--- src/rtl/mips_defs.sv ---
// Shared MIPS multicycle definitions: controller state encodings, opcodes,
// ALU operation classes and datapath mux selects.
package mips_defs;

    typedef enum logic [3:0] {
        S_FETCH  = 4'd0,
        S_DECODE = 4'd1,
        S_MEMADR = 4'd2,
        S_MEMRD  = 4'd3,
        S_MEMWB  = 4'd4,
        S_MEMWR  = 4'd5,
        S_EXEC   = 4'd6,
        S_ALUWB  = 4'd7,
        S_BEQ    = 4'd8,
        S_ADDIEX = 4'd9,
        S_ADDIWB = 4'd10,
        S_JUMP   = 4'd11
    } state_e;

    localparam logic [5:0] OP_LW    = 6'b100011;
    localparam logic [5:0] OP_SW    = 6'b101011;
    localparam logic [5:0] OP_RTYPE = 6'b000000;
    localparam logic [5:0] OP_BEQ   = 6'b000100;
    localparam logic [5:0] OP_ADDI  = 6'b001000;
    localparam logic [5:0] OP_J     = 6'b000010;

    // ALU decoder classes, also consumed by the datapath ALU decoder.
    localparam logic [1:0] ALUOP_ADD   = 2'b00;
    localparam logic [1:0] ALUOP_SUB   = 2'b01;
    localparam logic [1:0] ALUOP_FUNCT = 2'b10;

    localparam logic [1:0] SRCB_REG    = 2'b00;
    localparam logic [1:0] SRCB_FOUR   = 2'b01;
    localparam logic [1:0] SRCB_IMM    = 2'b10;
    localparam logic [1:0] SRCB_IMM_SH = 2'b11;

    localparam logic [1:0] PCSRC_ALU    = 2'b00;
    localparam logic [1:0] PCSRC_ALUOUT = 2'b01;
    localparam logic [1:0] PCSRC_JUMP   = 2'b10;

    function automatic logic op_supported(input logic [5:0] op);
        return (op == OP_LW) || (op == OP_SW) || (op == OP_RTYPE) ||
               (op == OP_BEQ) || (op == OP_ADDI) || (op == OP_J);
    endfunction

endpackage

--- src/rtl/multicycle_control.sv ---
// Moore control FSM for the multicycle MIPS datapath: one state register,
// combinational next-state and per-state datapath controls.
module multicycle_control
    import mips_defs::*;
#(
    parameter logic MEM_HANDSHAKE = 1'b1
) (
    input  logic       clk,
    input  logic       reset,
    input  logic [5:0] opcode,
    input  logic       mem_ready,
    output logic       pc_write,
    output logic       branch,
    output logic       iord,
    output logic       mem_write,
    output logic       ir_write,
    output logic       reg_dst,
    output logic       memto_reg,
    output logic       reg_write,
    output logic       alu_src_a,
    output logic [1:0] alu_src_b,
    output logic [1:0] alu_op,
    output logic [1:0] pc_src,
    output logic [3:0] state,
    output logic       illegal
);

    state_e state_q, state_d;
    logic   ready;

    assign ready = MEM_HANDSHAKE ? mem_ready : 1'b1;
    assign state = state_q;

    // NOTE: state registers use non-blocking assignment so every flop samples
    // the pre-edge values of its inputs, independent of process ordering.
    always_ff @(posedge clk) begin
        if (reset) state_q <= S_FETCH;
        else       state_q <= state_d;
    end

    // NOTE: state_d gets a default before the case so no path leaves it
    // unassigned, which would otherwise infer a latch.
    always_comb begin
        state_d = S_FETCH;
        case (state_q)
            S_FETCH:  state_d = ready ? S_DECODE : S_FETCH;
            S_DECODE: begin
                case (opcode)
                    OP_LW, OP_SW: state_d = S_MEMADR;
                    OP_RTYPE:     state_d = S_EXEC;
                    OP_BEQ:       state_d = S_BEQ;
                    OP_ADDI:      state_d = S_ADDIEX;
                    OP_J:         state_d = S_JUMP;
                    default:      state_d = S_FETCH;
                endcase
            end
            S_MEMADR: state_d = (opcode == OP_SW) ? S_MEMWR : S_MEMRD;
            S_MEMRD:  state_d = ready ? S_MEMWB : S_MEMRD;
            S_MEMWR:  state_d = ready ? S_FETCH : S_MEMWR;
            S_EXEC:   state_d = S_ALUWB;
            S_ADDIEX: state_d = S_ADDIWB;
            default:  state_d = S_FETCH;
        endcase
    end

    // Controls are forced inactive while reset is high, even mid-instruction.
    always_comb begin
        pc_write  = 1'b0;
        branch    = 1'b0;
        iord      = 1'b0;
        mem_write = 1'b0;
        ir_write  = 1'b0;
        reg_dst   = 1'b0;
        memto_reg = 1'b0;
        reg_write = 1'b0;
        alu_src_a = 1'b0;
        alu_src_b = SRCB_REG;
        alu_op    = ALUOP_ADD;
        pc_src    = PCSRC_ALU;
        illegal   = 1'b0;
        if (!reset) begin
            case (state_q)
                S_FETCH: begin
                    alu_src_b = SRCB_FOUR;
                    ir_write  = ready;
                    pc_write  = ready;
                end
                S_DECODE: begin
                    alu_src_b = SRCB_IMM_SH;
                    illegal   = !op_supported(opcode);
                end
                S_MEMADR, S_ADDIEX: begin
                    alu_src_a = 1'b1;
                    alu_src_b = SRCB_IMM;
                end
                S_MEMRD:  iord = 1'b1;
                S_MEMWB: begin
                    reg_write = 1'b1;
                    memto_reg = 1'b1;
                end
                S_MEMWR: begin
                    iord      = 1'b1;
                    mem_write = 1'b1;
                end
                S_EXEC: begin
                    alu_src_a = 1'b1;
                    alu_op    = ALUOP_FUNCT;
                end
                S_ALUWB: begin
                    reg_dst   = 1'b1;
                    reg_write = 1'b1;
                end
                S_BEQ: begin
                    alu_src_a = 1'b1;
                    alu_op    = ALUOP_SUB;
                    pc_src    = PCSRC_ALUOUT;
                    branch    = 1'b1;
                end
                S_ADDIWB: reg_write = 1'b1;
                S_JUMP: begin
                    pc_src   = PCSRC_JUMP;
                    pc_write = 1'b1;
                end
                default: ;
            endcase
        end
    end

endmodule

--- config.mk ---
export PLATFORM = sky130hd
export DESIGN_NAME = multicycle_control
export DESIGN_NICKNAME = d
export VERILOG_FILES = /design/src/rtl/mips_defs.sv /design/src/rtl/multicycle_control.sv
export SDC_FILE = /design/constraint.sdc
export NUM_CORES = 1
export LEC_CHECK = 0
export ABC_AREA = 1
export BUFFER_PORTS_ARGS = -buffer_cell sky130_fd_sc_hd__buf_2
export CAP_MARGIN = 10
export CORE_MARGIN = 2
export CORE_UTILIZATION = 35
export DETAILED_ROUTE_END_ITERATION = 12
export PLACE_DENSITY_LB_ADDON = 0.3
export SYNTH_ARGS = -nofsm -noshare
export SYNTH_HDL_FRONTEND = slang
export SYNTH_SLANG_ARGS = --single-unit
--- constraint.sdc ---
create_clock -name clk -period 1.3 [get_ports clk]
set_clock_uncertainty 0.2 [all_clocks]
set_input_delay 0.195 -clock clk [delete_from_list [all_inputs] [get_ports clk]]
set_output_delay 0.195 -clock clk [all_outputs]
set_load 0.02 [all_outputs]
==> summary by stage, run 1 <==
STA
The worst endpoint from the post-global-route timing repair is pc_write. The type of pin the worst path ends at is a top-level output.

Logic synthesis
The sequential element share of the synthesized area is 0.156. Yosys printed 0 warnings. The XOR/XNOR share of the synthesized area is 0. The largest area contributor in the synthesized netlist is sky130_fd_sc_hd__nand2_1. The share of synthesized area spent on multiplexers is 0. The combinational family with the most area after synthesis is simple AND/OR/NAND/NOR gates. The simple-gate share of the synthesized area is 0.621. The synthesized-area fraction occupied by ao, oa, aoi and oai cells is 0.0954.

Synthesis produced a netlist with a net count of between 100 and 150. Sorting the synthesized cells by area gives the leading types as sky130_fd_sc_hd__nand2_1 (18%), sky130_fd_sc_hd__nor2_1 (16%), sky130_fd_sc_hd__dfxtp_1 (16%). The post-synthesis average cell area is around 5.2 sq um. The post-synthesis cell type count is 19. In the synthesized netlist the async set-or-reset flop fraction comes to 0. The flop and latch count out of synthesis is 4. The count of flip-flops with a built-in enable after synthesis is 0.

Among all flip-flop cells after synthesis, the most frequent one is sky130_fd_sc_hd__dfxtp_1. The adder and majority gate portion of the synthesized area is 0. The post-synthesis instance area is slightly above 500 sq um. Counting every instance in the synthesized netlist gives 98. Of the post-synthesis cell area, the dominant cell type holds 0.176.

Run status
The stage at which the run stopped is global routing (5_1_grt). The run stopped with a tool error. The tool reported: "[ERROR DPL-0033] detailed placement checks failed during check placement".

Clock network
The root buffer selected by CTS is sky130_fd_sc_hd__clkbuf_4. The maximum number of buffers from clock root to sink is 2. Counting every sink on the clock net gives 4. The number of clock buffers added by TritonCTS is 3.

For this design, the CTS-stage hold fixing added 0 buffers. CTS built an H-tree with a depth of 1.

Place
The count of buffers added on input and output ports is 28. The post-DP HPWL is 1460 um. The final weighted congestion in routability-driven placement is 0.834.

Global routing
The maximum number of pins on one net before global-route repair is 9. The number of antenna violations at the first check in global routing is 0.

Die
29 I/O pins were placed. The initial standard-cell utilization of the core is 0.384. The total number of placement rows is 13. The vertical die dimension is 42.2 um.

From left edge to right edge, the die measures between 40 and 50 um.
==> timing repair <==
item,in CTS
pin swaps,12
gates resized for setup,52
cloned,0
setup buffers,5
endpoints found under the setup margin,21
==> per-stage QoR <==
stage	worst slack [ps]	TNS (ps)	cell area (sq um)	instances	hold slack, ps
floorplan	-189	-900	644	98	219
global placement	-125	-1130	937	159	341
detailed placement	-153	-1360	937	159	355
CTS	-337	-4740	1160	168	116
==> synth_stat cells (2+ instances only) <==
cell,n
sky130_fd_sc_hd__nor2_2,2
sky130_fd_sc_hd__nor3_1,5
sky130_fd_sc_hd__nand2_1,24
sky130_fd_sc_hd__nor2_4,2
sky130_fd_sc_hd__nand3_1,11
sky130_fd_sc_hd__nand4_1,2
sky130_fd_sc_hd__a21oi_1,5
sky130_fd_sc_hd__inv_2,3
sky130_fd_sc_hd__inv_1,10
sky130_fd_sc_hd__dfxtp_1,4
sky130_fd_sc_hd__nor2_1,22
==> cells by family after synthesis <==
kind of cell,count (synthesis)
compound gates,8
buf+inv,16
simple gates,70
flops,4
==> inputs of run 2 (changes only) <==
Settings changed: CORE_AREA set to 2 2 63 65, CORE_MARGIN 2 to not set, CORE_UTILIZATION 35 to not set, DIE_AREA set to 0 0 65 67, PLACE_DENSITY_LB_ADDON 0.3 to 0.15.
Clock period 1.3 ns to 1.69 ns, I/O delays scaled along.
==> run 2 against run 1 <==
Net effect:
- the run now ends clean
- synthesized cell count did not move
- area after synthesis unchanged
==> summary by stage, run 2 <==
Critical path
The worst setup path is of the reg -> out kind. The category of the worst setup path launch point is a flip-flop. STA classifies the critical path endpoint as an output pin. Of all nets on the critical path, the largest fanout is 5. The data arrival time of the critical path is 1230 ps. STA puts the critical path data required time at approximately 1200 ps.

Place
The final weighted congestion in routability-driven placement is 0.761. Detailed placement ended at an HPWL of between 1000 and 1500 um. The number of placed instances with taps included is approximately 170. The number of port buffers is 28. Prior to clock tree synthesis, the placed netlist has a worst setup slack of 64.0 ps.

Summing all placed instances gives a cell area of 738 sq um.

STA
Setup slack on the critical path of the routed design comes to around 5.0 ps. The final hold violation count came to 0. The minimum clock period is approximately 1700 ps. The achievable frequency is 593 MHz.

The actual transition at the worst max-transition pin is about 230 ps. In the finished design, the share of the clock period the worst path needs comes to 0.997. Setup violations remaining at the end of the flow were counted as 0.

The number of pins with negative max-slew slack in the final report is 0. Setup repair after global routing could not meet its margin everywhere. The worst pin sits at a relative slew slack of 0.848.

Logic synthesis
A synthesized cell averages 5.22 sq um. sky130_fd_sc_hd__nand2_1 is the most common cell in the netlist. The share of synthesized area in the top cell type comes to 0.176. The net count after synthesis is 107. The most used flip-flop cell after synthesis is sky130_fd_sc_hd__dfxtp_1. Counting flops with a built-in enable in the synthesized netlist gives 0. The cell count after synthesis came out at 98. The fraction of synthesis flops using an asynchronous set or reset pin is 0. The number of different library cells used by synthesis comes to 19. Sorting the synthesized cells by area gives the leading types as sky130_fd_sc_hd__nand2_1 (18%), sky130_fd_sc_hd__nor2_1 (16%), sky130_fd_sc_hd__dfxtp_1 (16%).

The commonest cells after synthesis are sky130_fd_sc_hd__nand2_1 (24), sky130_fd_sc_hd__nor2_1 (22), sky130_fd_sc_hd__nand3_1 (11). The sequential element share of the synthesized area is 0.156. For this run, the number of Yosys warnings is 0. The largest area contributor in the synthesized netlist is sky130_fd_sc_hd__nand2_1.

In this run, synthesis produced a sequential element count of 4. The mapped netlist covers 512 sq um.

Clock network
The clock slew at the register clock pins of the worst setup and hold paths is roughly 30 ps. The maximum number of buffers from clock root to sink is 2. TritonCTS built the clock tree. The CTS buffer count is 3.

The cell sitting at the root of the clock tree is a sky130_fd_sc_hd__clkbuf_8. CTS saw 4 sinks. The maximum level of the CTS H-tree is 1. The clock latency on the worst-skew pair is 210 ps.

Worst hold path
The worst hold path belongs to the class in -> reg.

Final layout
The library cell used most frequently in the layout, excluding fill and tap cells, is sky130_fd_sc_hd__buf_2. The diode insertion count for antenna repair is 0. The count of non-filler cells in the finished layout is roughly 180. The flip-flop count of the largest register after layout is 4. The final cell area excluding filler cells is approximately 900 sq um. Compared with the post-synthesis result, the final layout area differs by 78.0%. In the final layout, the share of cells above drive strength 1 is 0.504. The final layout contains 146 nets. The number of filler cells placed in the layout is between 400 and 500. The top cell types in the final layout, fill and taps aside, are sky130_fd_sc_hd__buf_2 (22), sky130_fd_sc_hd__nor2_1 (19), sky130_fd_sc_hd__nand2_1 (18).

Routing
The wire length after detailed routing is 1770 um. The first routing iteration left 28 violations. The detailed-router iteration count before antenna repair is 4. The number of nets with antenna violations after detailed routing is 0. Across all layers, the routed design uses 723 vias. After detailed routing, the average wire length per cell comes to 9.69 um. The detailed-route DRC error count is 0. The via density per instance is 3.95.

Pwr
Dividing total power by cell area gives a power density of 435 nW/um^2. Across the VDD grid, the largest voltage drop is 0.000121 V. The analysis attributes to cell leakage a power of 0.481 nW. Power comes to 396 uW.

Global routing
The maximum number of pins on one net before global-route repair is 15. For this run, the total global-route usage over all layers was measured as 0.0846. The via count of the first global-routing pass is a little under 700. The number of antenna violations at the first check in global routing is 0. The overflow left after global routing is 0. The first global-routing pass estimated approximately 2800 um of wire.

Die
The die is 65 um wide. The vertical die dimension is 67 um. The die area is 4360 sq um.

The core region is 3610 sq um. The initial utilization of the core area, before any placement, comes to 0.142. During I/O placement, the number of pins put on the boundary was 29. The total number of placement rows is 22.

Run status
The run finished with clean final reports.

Flow run
Max-cap violations in this run came to 0.
==> run 2: cell counts after synthesis <==
Identical to the previous run, type by type.
==> run 2: what timing repair did <==
action / in CTS / in global routing
setup buffers: 5 / 1
gates resized for setup: 15 / 18
pin swaps: 3 / 4
hold buffers: 0 / 0
endpoints found under the setup margin: 12 / 12
==> run 2: cells by family after synthesis <==
kind of cell,after synthesis,share of synthesized area
AOI/OAI and AO/OA,8,0.0954
buffers and inverters,16,0.127
DFF,4,0.156
and+or+nand+nor,70,0.621
==> run 2: path summary, 6_finish.rpt <==
kind	start	end	slack, ps	depth (start not counted)
hold reg to reg	state[0]	state[3]	510	4
setup / recovery	state[3]	illegal	5	6
setup reg to reg	state[1]	state[1]	360	6
hold / removal	reset	state[3]	230	3
==> run 2: layer usage <==
layer,vias to the layer above,share of wire,track usage
met5,-,0,0
met4,0,0,0.0239
met3,0,0.066,0.0220
met2,17,0.52,0.165
met1,314,0.41,0.0884
li1,392,-,-
==> run 2: critical path, stage by stage (launching register included) <==
cell	delay [ps]
sky130_fd_sc_hd__dfxtp_4	360
sky130_fd_sc_hd__inv_6	80
sky130_fd_sc_hd__nand2_4	60
sky130_fd_sc_hd__nor2_4	120
sky130_fd_sc_hd__nand2_2	50
sky130_fd_sc_hd__nor3_2	180
sky130_fd_sc_hd__buf_4	170
==> run 2: per-stage QoR <==
| step | hold slack (ps) | setup TNS [ps] | utilization |
|---|---|---|---|
| 2_1_floorplan | 287 | -124 | - |
| 3_3_place_gp | 452 | 0 | 0.205 |
| 3_5_place_dp | 446 | 0 | 0.205 |
| 4_1_cts | 217 | -18.9 | 0.236 |
| 5_1_grt | 257 | -204 | 0.253 |
| 6_report | 226 | 0 | 0.253 |
==> run 2: where the power goes <==
| group | switching, mW | total, mW | leakage, nW | internal, mW |
|---|---|---|---|---|
| clock network | 0.0421 | 0.193 | 0.0216 | 0.151 |
| registers | 0.00575 | 0.0987 | 0.0355 | 0.0929 |
| logic | 0.0634 | 0.104 | 0.424 | 0.0405 |
| total | 0.111 | 0.396 | 0.481 | 0.285 |
==> run 2: final cells by class <==
type | instances | area [sq um] | area share
Inverter | 14 | 62.6 | 0.0687
Timing Repair Buffer | 36 | 223 | 0.245
Clock buffer | 3 | 41.3 | 0.0453
Sequential cell | 4 | 95.1 | 0.104
Multi-Input combinational cell | 78 | 429 | 0.471
Tap cell | 48 | 60.1 | 0.0659
No activity file was read; power rests on OpenSTA's default activity.
==> inputs of run 3 (changes only) <==
Settings changed: CTS_BUF_LIST set to sky130_fd_sc_hd__clkbuf_16.
==> run 3 against run 2 <==
Net effect:
- the flow now finishes with violations (negative setup slack)
- first-iteration DRC count fell by 46%
- global-route usage rose by 0.21 points
- sequential cell count is the same
- count of clock-buffer cells in the layout did not move
- combinational power about the same
- setup slack worse by 21 ps
- hold slack lost 8.5 ps
- sequential share of layout area decreased by 0.57 points
- sequential power about the same
- via count increased by 2.4%
- die area is the same
- critical path type unchanged
- largest cell class unchanged
==> summary by stage, run 3 (synthesis gave the netlist of run 2 again) <==
Global routing
The first global-routing pass estimated 2870 um of wire. Global routing finished with a remaining overflow of 0. In the global route stage, overall resource usage came out at 0.0868. Entering global routing, the biggest net connects 15 pins. The number of antenna violations at the first check in global routing was 0. The via count of the first global-routing pass was 685.

Final layout
Leaving out fill and tap cells, the most frequent cell in the layout is sky130_fd_sc_hd__buf_2. The count of cells in the finished layout, fillers not included, comes to between 150 and 200. The net count reported at finish is about 150. The register with the most flip-flops in the layout has 4 of them. The number of filler cells placed in the layout is 420.

In the final layout, the share of cells above drive strength 1 is 0.522. The diode insertion count for antenna repair is 0. The synthesis-to-layout area growth is 88.3%. For this run, the share of the core covered by cells in the final layout is 0.267. The final cell area excluding filler cells is 963 sq um. The library cells used most frequently in the layout, excluding fill and tap cells, are sky130_fd_sc_hd__buf_2 (22), sky130_fd_sc_hd__nor2_1 (19), sky130_fd_sc_hd__nand2_1 (18).

Routing
After detailed routing, the average wire length per cell comes to approximately 10 um. Detailed routing inserted a total of 740 vias. The number of nets with antenna violations after detailed routing is 0. After the first detailed-routing iteration, the DRC count stood at 15.

The detailed-router iteration count before antenna repair is 2. The via density per instance is 4.02. Wires add up to 1850 um. The detailed-route DRC error count is 0.

Clock network
In this run the clock root is driven by a sky130_fd_sc_hd__clkbuf_16. The clock latency on the worst-skew pair is 220 ps. Clock-pin slew was measured on the worst setup and hold paths at ~30 ps. The CTS buffer count is 3.

The CTS tree is built. The maximum number of buffers from clock root to sink is 2. The total number of clock tree sinks is 4. CTS built an H-tree with a depth of 1.

Die
After floorplanning, the core was divided into 22 placement rows. The number of I/O pins is 29. The die area is roughly 4400 sq um. The area inside the core boundary is 3610 sq um.

The initial standard-cell utilization of the core is 0.142. The floorplan step set the die height to 67 um. In this run the horizontal extent of the chip is about 65 um.

Critical path
At the worst endpoint, the arrival time is 1250 ps. STA puts the critical path data required time at approximately 1200 ps. The critical path class is reg -> out.

The biggest fanout along the worst timing path is 5. The category of the worst setup path capture point is an output pin. The worst setup path is launched from a flip-flop.

Pwr
The highest ir drop seen on vdd is between 0.0002 and 0.00025 V. The proportion of power drawn by combinational gates is 0.186. The post-route total power is approximately 570 uW. The power share of the clock group is 0.642. The internal portion of the total power is 437 uW.

The net switching power is roughly 140 uW. Power spread over the standard cell area amounts to 594 nW/um^2. The leakage component of the power is 0.504 nW.

The power share of the sequential group is 0.172. Of the total power, the share spent switching nets is 0.237.

STA
The number of setup violations in the final report is 1. The final hold violation count is 0. The worst setup margin is -15.7 ps. The achievable frequency is 586 MHz. Summed over all failing endpoints, the final setup total negative slack is -15.7 ps.

For the finished layout, the period the worst path requires is 1710 ps. The actual transition at the worst max-transition pin is 228 ps. The share of the clock period used by the worst path after layout is 1.01.

The number of pins with negative max-slew slack in the final report came to 0. The worst-case headroom to the max-slew limit is 0.847. Hold timing on the final database bottoms out at a slack of 217 ps.

Setup repair after global routing could not meet its margin everywhere.

Run status
The run finished, with violations left. The final reports fail on negative setup slack.

Flow run
The count of max-cap constraint violations is 0.

Place
Prior to clock tree synthesis, the placed netlist has a worst setup slack of 64.0 ps. The number of placed instances with taps included is 174. Once placement finished, the instance area stood at 738 sq um. Routability-driven placement finished with a final weighted congestion of 0.761. The post-DP HPWL is 1480 um. The number of port buffers is 28.

Worst hold path
The worst hold-check path type is in -> reg.
## run 3: changes by cell type in the layout (fill, tap and decap cells not counted), sizes merged
cell,previous run,this run
buf,36,37
## run 3: final timing paths
path	from	end	slack, ps	cells after the start
setup / recovery	state[3]	illegal	-20	6
hold / removal	reset	state[3]	220	3
setup reg to reg	state[1]	state[1]	370	6
hold reg to reg	state[0]	state[3]	500	4
## run 3: power groups by stage
stage,Combinational (mW),Sequential [mW],Clock (mW)
floorplan,0.0523,0.109,0
global placement,0.0900,0.106,0
detailed placement,0.0891,0.107,0
CTS,0.0992,0.0997,0.374
global route,0.117,0.0993,0.385
finish,0.107,0.0987,0.367
## run 3: routing by layer
metal / track usage / share of wire
met1: 0.0924 / 0.41
met3: 0.0220 / 0.060
met2: 0.164 / 0.53
met4: 0.0319 / 0.0070
met5: 0 / 0
## run 3: area by class of cell
cell class              count  area (sq um)  share of cell area
inverters                  14          62.6              0.0649
multi-input cells          78           440               0.457
repair buffers             37           230               0.239
flip-flops and latches      4          95.1              0.0987
well taps                  48          60.1              0.0623
clock buffers               3          75.1              0.0779
## run 3: critical path: stages, from the launching register on
cell and delay [ps]:
sky130_fd_sc_hd__dfxtp_4 360, sky130_fd_sc_hd__inv_6 90, sky130_fd_sc_hd__nand2_4 60, sky130_fd_sc_hd__nor2_4 120, sky130_fd_sc_hd__nand2_2 50, sky130_fd_sc_hd__nor3_2 180
sky130_fd_sc_hd__buf_4 170
## run 3: timing repair
| item | CTS | global route |
|---|---|---|
| cloned | 0 | 0 |
| setup buffers | 5 | 2 |
| setup endpoints to repair | 12 | 12 |
| hold buffers | 0 | 0 |
| pin swaps | 3 | 5 |
| gates resized for setup | 15 | 20 |
